<file path="src/rtl/sdm_pkg.sv">
`default_nettype none
// ============================================================================
// Module      : sdm_pkg
// Description : Shared constants, state encodings and step sign-extension
//               helper for the SDM interpolating upsampler.
// Revision    : 1.0 - initial release
// ============================================================================
package sdm_pkg;

    localparam int c_N_DEFAULT = 16;

    localparam logic [1:0] ST_IDLE  = 2'd0;
    localparam logic [1:0] ST_PRIME = 2'd1;
    localparam logic [1:0] ST_RUN   = 2'd2;

    // Sign-extends the low 'width' bits of value to 64 bits; callers cast
    // the result down to their accumulator width.
    function automatic logic [63:0] sext_step(input logic [63:0] value, input int width);
        logic [63:0] w_mask;
        logic [63:0] w_sign;
        w_mask = ~64'd0 << width;
        w_sign = (value >> (width - 1)) & 64'd1;
        if (w_sign != 64'd0) begin
            return value | w_mask;
        end
        return value & ~w_mask;
    endfunction

endpackage
`default_nettype wire

</file>
<file path="src/rtl/sdm_interp_upsampler.sv">
`default_nettype none
// ============================================================================
// Module      : sdm_interp_upsampler
// Description : Valid/ready fed upsampler producing one word per clk for the
//               SDM DAC core. INTERP_LINEAR_EN selects linear interpolation;
//               when undefined, a zero-order hold is built instead.
// Revision    : 1.0 - initial release
// ============================================================================
module sdm_interp_upsampler
    import sdm_pkg::*;
#(
    parameter int N     = c_N_DEFAULT,
    parameter int LOG2R = 1
) (
    input  logic         clk,
    input  logic         areset,
    input  logic [N-1:0] s_data,
    input  logic         s_valid,
    output logic         s_ready,
    output logic [N-1:0] dout,
    output logic         underrun
);

    localparam int c_R      = 1 << LOG2R;
    localparam int c_ACC_W  = N + LOG2R;
    localparam int c_STEP_W = N + 1;
    localparam int c_PH_W   = (LOG2R > 0) ? LOG2R : 1;
    localparam logic [c_PH_W-1:0] c_PH_LAST = c_PH_W'(c_R - 1);

    logic [1:0]         r_state;
    logic [c_PH_W-1:0]  r_phase;
    logic [N-1:0]       r_prev;
    logic [N-1:0]       r_cur;
    logic [c_ACC_W-1:0] r_acc;
    logic               r_underrun;

    logic               w_ready;
    logic               w_xfer;
    logic [N-1:0]       w_dout;
    logic [c_ACC_W-1:0] w_acc_run;
    logic [c_ACC_W-1:0] w_acc_load;
    logic               w_unused_prev;

`ifdef INTERP_LINEAR_EN
    logic [c_STEP_W-1:0] r_step;
    logic [c_STEP_W-1:0] w_step_load;

    assign w_acc_run   = r_acc + c_ACC_W'(sext_step(64'(r_step), c_STEP_W));
    assign w_acc_load  = c_ACC_W'(r_cur) << LOG2R;
    assign w_step_load = c_STEP_W'(s_data) - c_STEP_W'(r_cur);
`else
    assign w_acc_run   = r_acc;
    assign w_acc_load  = c_ACC_W'(s_data) << LOG2R;
`endif

    // prev is architectural state only; dout is rebuilt from acc.
    assign w_unused_prev = ^r_prev;

    assign w_xfer   = s_valid & w_ready;
    assign s_ready  = w_ready & ~areset;
    assign dout     = w_dout;
    assign underrun = r_underrun;

    always_comb begin
        w_ready = 1'b0;
        w_dout  = '0;
        case (r_state)
            ST_IDLE:  w_ready = 1'b1;
            ST_PRIME: w_ready = 1'b1;
            ST_RUN: begin
                w_ready = (r_phase == c_PH_LAST);
                w_dout  = r_acc[c_ACC_W-1:LOG2R];
            end
            default: begin
                w_ready = 1'b0;
                w_dout  = '0;
            end
        endcase
    end

    always_ff @(posedge clk) begin
        if (areset) begin
            r_state    <= ST_IDLE;
            r_phase    <= '0;
            r_prev     <= '0;
            r_cur      <= '0;
            r_acc      <= '0;
            r_underrun <= 1'b0;
`ifdef INTERP_LINEAR_EN
            r_step     <= '0;
`endif
        end else begin
            r_underrun <= 1'b0;
            case (r_state)
                ST_IDLE: begin
                    if (w_xfer) begin
                        r_cur   <= s_data;
                        r_state <= ST_PRIME;
                    end
                end
                ST_PRIME, ST_RUN: begin
                    if (r_state == ST_RUN && r_phase != c_PH_LAST) begin
                        r_acc   <= w_acc_run;
                        r_phase <= r_phase + c_PH_W'(1);
                    end else if (w_xfer) begin
                        r_prev  <= r_cur;
                        r_cur   <= s_data;
                        r_acc   <= w_acc_load;
                        r_phase <= '0;
                        r_state <= ST_RUN;
`ifdef INTERP_LINEAR_EN
                        r_step  <= w_step_load;
`endif
                    end else if (r_state == ST_RUN) begin
                        // Starved at a boundary: hold cur flat and flag it.
                        r_prev     <= r_cur;
                        r_acc      <= c_ACC_W'(r_cur) << LOG2R;
                        r_phase    <= '0;
                        r_underrun <= 1'b1;
`ifdef INTERP_LINEAR_EN
                        r_step     <= '0;
`endif
                    end
                end
                default: r_state <= ST_IDLE;
            endcase
        end
    end

endmodule
`default_nettype wire

</file>
<file path="config.mk">
export PLATFORM = sky130hd
export DESIGN_NAME = sdm_interp_upsampler
export DESIGN_NICKNAME = d
export VERILOG_FILES = /design/src/rtl/sdm_pkg.sv /design/src/rtl/sdm_interp_upsampler.sv
export SDC_FILE = /design/constraint.sdc
export NUM_CORES = 1
export LEC_CHECK = 0
export ABC_AREA = 1
export CAP_MARGIN = 20
export CORE_MARGIN = 8
export CORE_UTILIZATION = 43
export DETAILED_ROUTE_END_ITERATION = 7
export PLACE_DENSITY = 0.68
export SLEW_MARGIN = 20
export SYNTH_ARGS = -nofsm -noshare
export SYNTH_HDL_FRONTEND = slang
export SYNTH_SLANG_ARGS = --single-unit
</file>
<file path="constraint.sdc">
create_clock -name clk -period 4.3 [get_ports clk]
set_input_delay 0.43 -clock clk [delete_from_list [all_inputs] [get_ports clk]]
set_output_delay 0.43 -clock clk [all_outputs]
set_load 0.05 [all_outputs]
</file>
==> flow_summary.json <==
{
  "relSlewSlack_pct": 38.7,
  "ff2ff_path_depth": 9,
  "grt_pass1_wl_mm": 7.45,
  "cts_setup_buffers": 0,
  "hold_viol": 0,
  "vias_per_cell": 4.53,
  "leakage_nw": 1.32,
  "synth_top_cell_by_area": "dfxtp_1",
  "drt_wl_total_mm": 4.26,
  "grt_pass1_vias": 1675,
  "drtIter0Drc": 62,
  "whs_ns": 0.511,
  "cts_root_buf": "clkbuf_8",
  "cts_tree": "yes",
  "cts_made_buffers": 5,
  "ioPinCount": 37,
  "synth_cells": 313,
  "grt_max_degree": 38,
  "seqPwrFrac_pct": 37.0,
  "synth_edf_count": 0,
  "yosysMostFrequentCell": "inv_1",
  "die_h_um": 84.6,
  "cp.required_ns": 3.87,
  "clock_skew_ns": 0.00216,
  "status": "complete, no violations",
  "n_antenna_cell": 0,
  "switchingPower_mw": 0.657,
  "clkSlewWorstSetupHoldPaths_ns": 0.07,
  "wire_per_inst_um": 10.8,
  "num_rows": 25,
  "clock_latency_ns": 0.28,
  "max_cap_viol_count": 0,
  "synth_top_area_share_pct": 35.7,
  "tightest_slew_ns": 0.918,
  "power.density_nw_per_um2": 609,
  "swShare_pct": 44.3,
  "min_path_type": "reg2reg",
  "irDropWorstVdd_v": 0.000293,
  "p_int_mw": 0.827,
  "holdPathStages": 2,
  "combPwrFrac_pct": 47.8,
  "vias": 1783,
  "grt_antenna_before_repair": 0,
  "synthFlopType": "dfxtp_1",
  "setup.worst_path.class": "reg2out",
  "clockBufferDepth": 2,
  "seq_area_frac_synth_pct": 35.7,
  "fmax_mhz": 323,
  "post_cts_resized": 0,
  "placed_area_um2": 2360,
  "synth_warnings": 0,
  "cts_hold_buffers": 0,
  "ys_seq_elements": 36,
  "async_flop_share_pct": 0,
  "endpoint_kind": "primary output",
  "htreeDepth": 2,
  "start_kind": "flop",
  "avgSynthCellArea_um2": 6.46,
  "dpl.hpwl_mm": 2.89,
  "place_congestion": 0.739,
  "grt_use_total_pct": 12.7,
  "slew_viol_final": 0,
  "synthTopCellsByCount": "86 x inv_1, 73 x nand2_1, 36 x dfxtp_1, 21 x nor2_1, 19 x a21oi_1",
  "syn2layout_area_growth_pct": 20.6,
  "firstDrtPassIters": 4,
  "setup_viol": 0,
  "fin_nets": 363,
  "yosys-top-cells-area": "dfxtp_1 36%, inv_1 16%, nand2_1 14%, o21bai_1 5.9%, nand4_1 5.0%",
  "arrival_ns": 2.67,
  "layout_setup_ws_ns": 1.20,
  "grt_overflow_total": 0,
  "min_period_over_period_pct": 72.0,
  "clock_sinks": 36,
  "fin_tns_setup_ns": 0,
  "postSynthNetCount": 336,
  "io_buffers": 36,
  "power_frac_clock_pct": 15.2,
  "drive_gt1_share_pct": 4.41,
  "synth.cell_area_um2": 2020,
  "yosysUniqueCellTypes": 20,
  "start_util_pct": 43.6,
  "design_area_um2": 2440,
  "cp_max_fo": 18,
  "rsz0062_at_grt": "no",
  "coreArea_um2": 4630,
  "dieArea_um2": 7150,
  "die_w_um": 84.6,
  "finalCriticalPeriod_ns": 3.10,
  "drc": 0,
  "drtAntennaViolNets": 0,
  "place_ws_ns": 1.48
}
## kinds of logic (layout without fill, tap and decap cells)
family | count (synthesis) | after routing | share of synthesized area [%]
compound gates | 51 | 51 | 14.6
flops | 36 | 36 | 35.7
buf+inv | 105 | 132 | 21.1
fa+ha+maj | 4 | 4 | 2.48
simple gates | 117 | 117 | 26.1
## stage by stage
| step | utilization [%] | cells | power, mW |
|---|---|---|---|
| 2_1_floorplan | - | 313 | 1.15 |
| 3_3_place_gp | 51.0 | 387 | 1.26 |
| 3_5_place_dp | 51.0 | 387 | 1.27 |
| 4_1_cts | 52.6 | 394 | 1.50 |
| 5_1_grt | 52.6 | 394 | 1.64 |
| 6_report | 52.6 | 394 | 1.48 |
## power groups by stage
stage / logic [mW] / clock network, mW / registers, mW
finish: 0.710 / 0.225 / 0.549
global route: 0.820 / 0.249 / 0.567
CTS: 0.718 / 0.232 / 0.550
detailed placement: 0.712 / 0 / 0.557
global placement: 0.705 / 0 / 0.551
floorplan: 0.611 / 0 / 0.540
## cell usage in the layout, fill, tap and decap left out, drive strengths merged
cell           count
nand3              3
o21ai             16
inv               88
clkbuf             6
nand4             16
clkdlybuf4s50     36
or2                1
nand2             76
nor2              21
a21oi             19
o21bai            16
clkinv             1
dfxtp             36
buf                1
ha                 4
## area by class of cell
| cell class | count | area (um^2) |
|---|---|---|
| clock inverter | 1 | 5.00 |
| inverter | 88 | 330 |
| tap | 54 | 67.6 |
| timing repair buffer | 37 | 368 |
| clock buffer | 6 | 72.6 |
| multi-input combinational | 172 | 873 |
| sequential | 36 | 721 |
| fill | 476 | 2190 |
## final timing paths
| path | from | endpoint | slack, ns |
|---|---|---|---|
| max | r_state[0] | s_ready | 1.20 |
| min | r_state[1] | r_state[1] | 0.51 |
| max reg2reg | r_state[0] | r_acc[5] | 1.75 |
| min reg2reg | r_state[1] | r_state[1] | 0.51 |
## worst max-delay path, cell delays in order, from the launching register on
cell and delay, ns:
dfxtp_1 0.34, inv_1 0.08, ha_1 0.60, nand2_2 0.17, nand2_4 0.22, nand2_1 0.07, nor2_1 0.09, clkdlybuf4s50_1 0.81
## sequential cells by signal (all words and copies together), names as in the netlist
name,count
underrun,1
r_state,2
r_acc,16
r_cur,16
r_phase,1
## per-layer routing
layer	GRT usage (%)	vias up	part of all wire (%)
met5	0	-	0
met4	2.91	0	0.68
met3	4.29	4	4.9
met2	22.2	34	46
met1	14.4	755	48
li1	-	990	-
No activity file was read; power rests on OpenSTA's default activity.
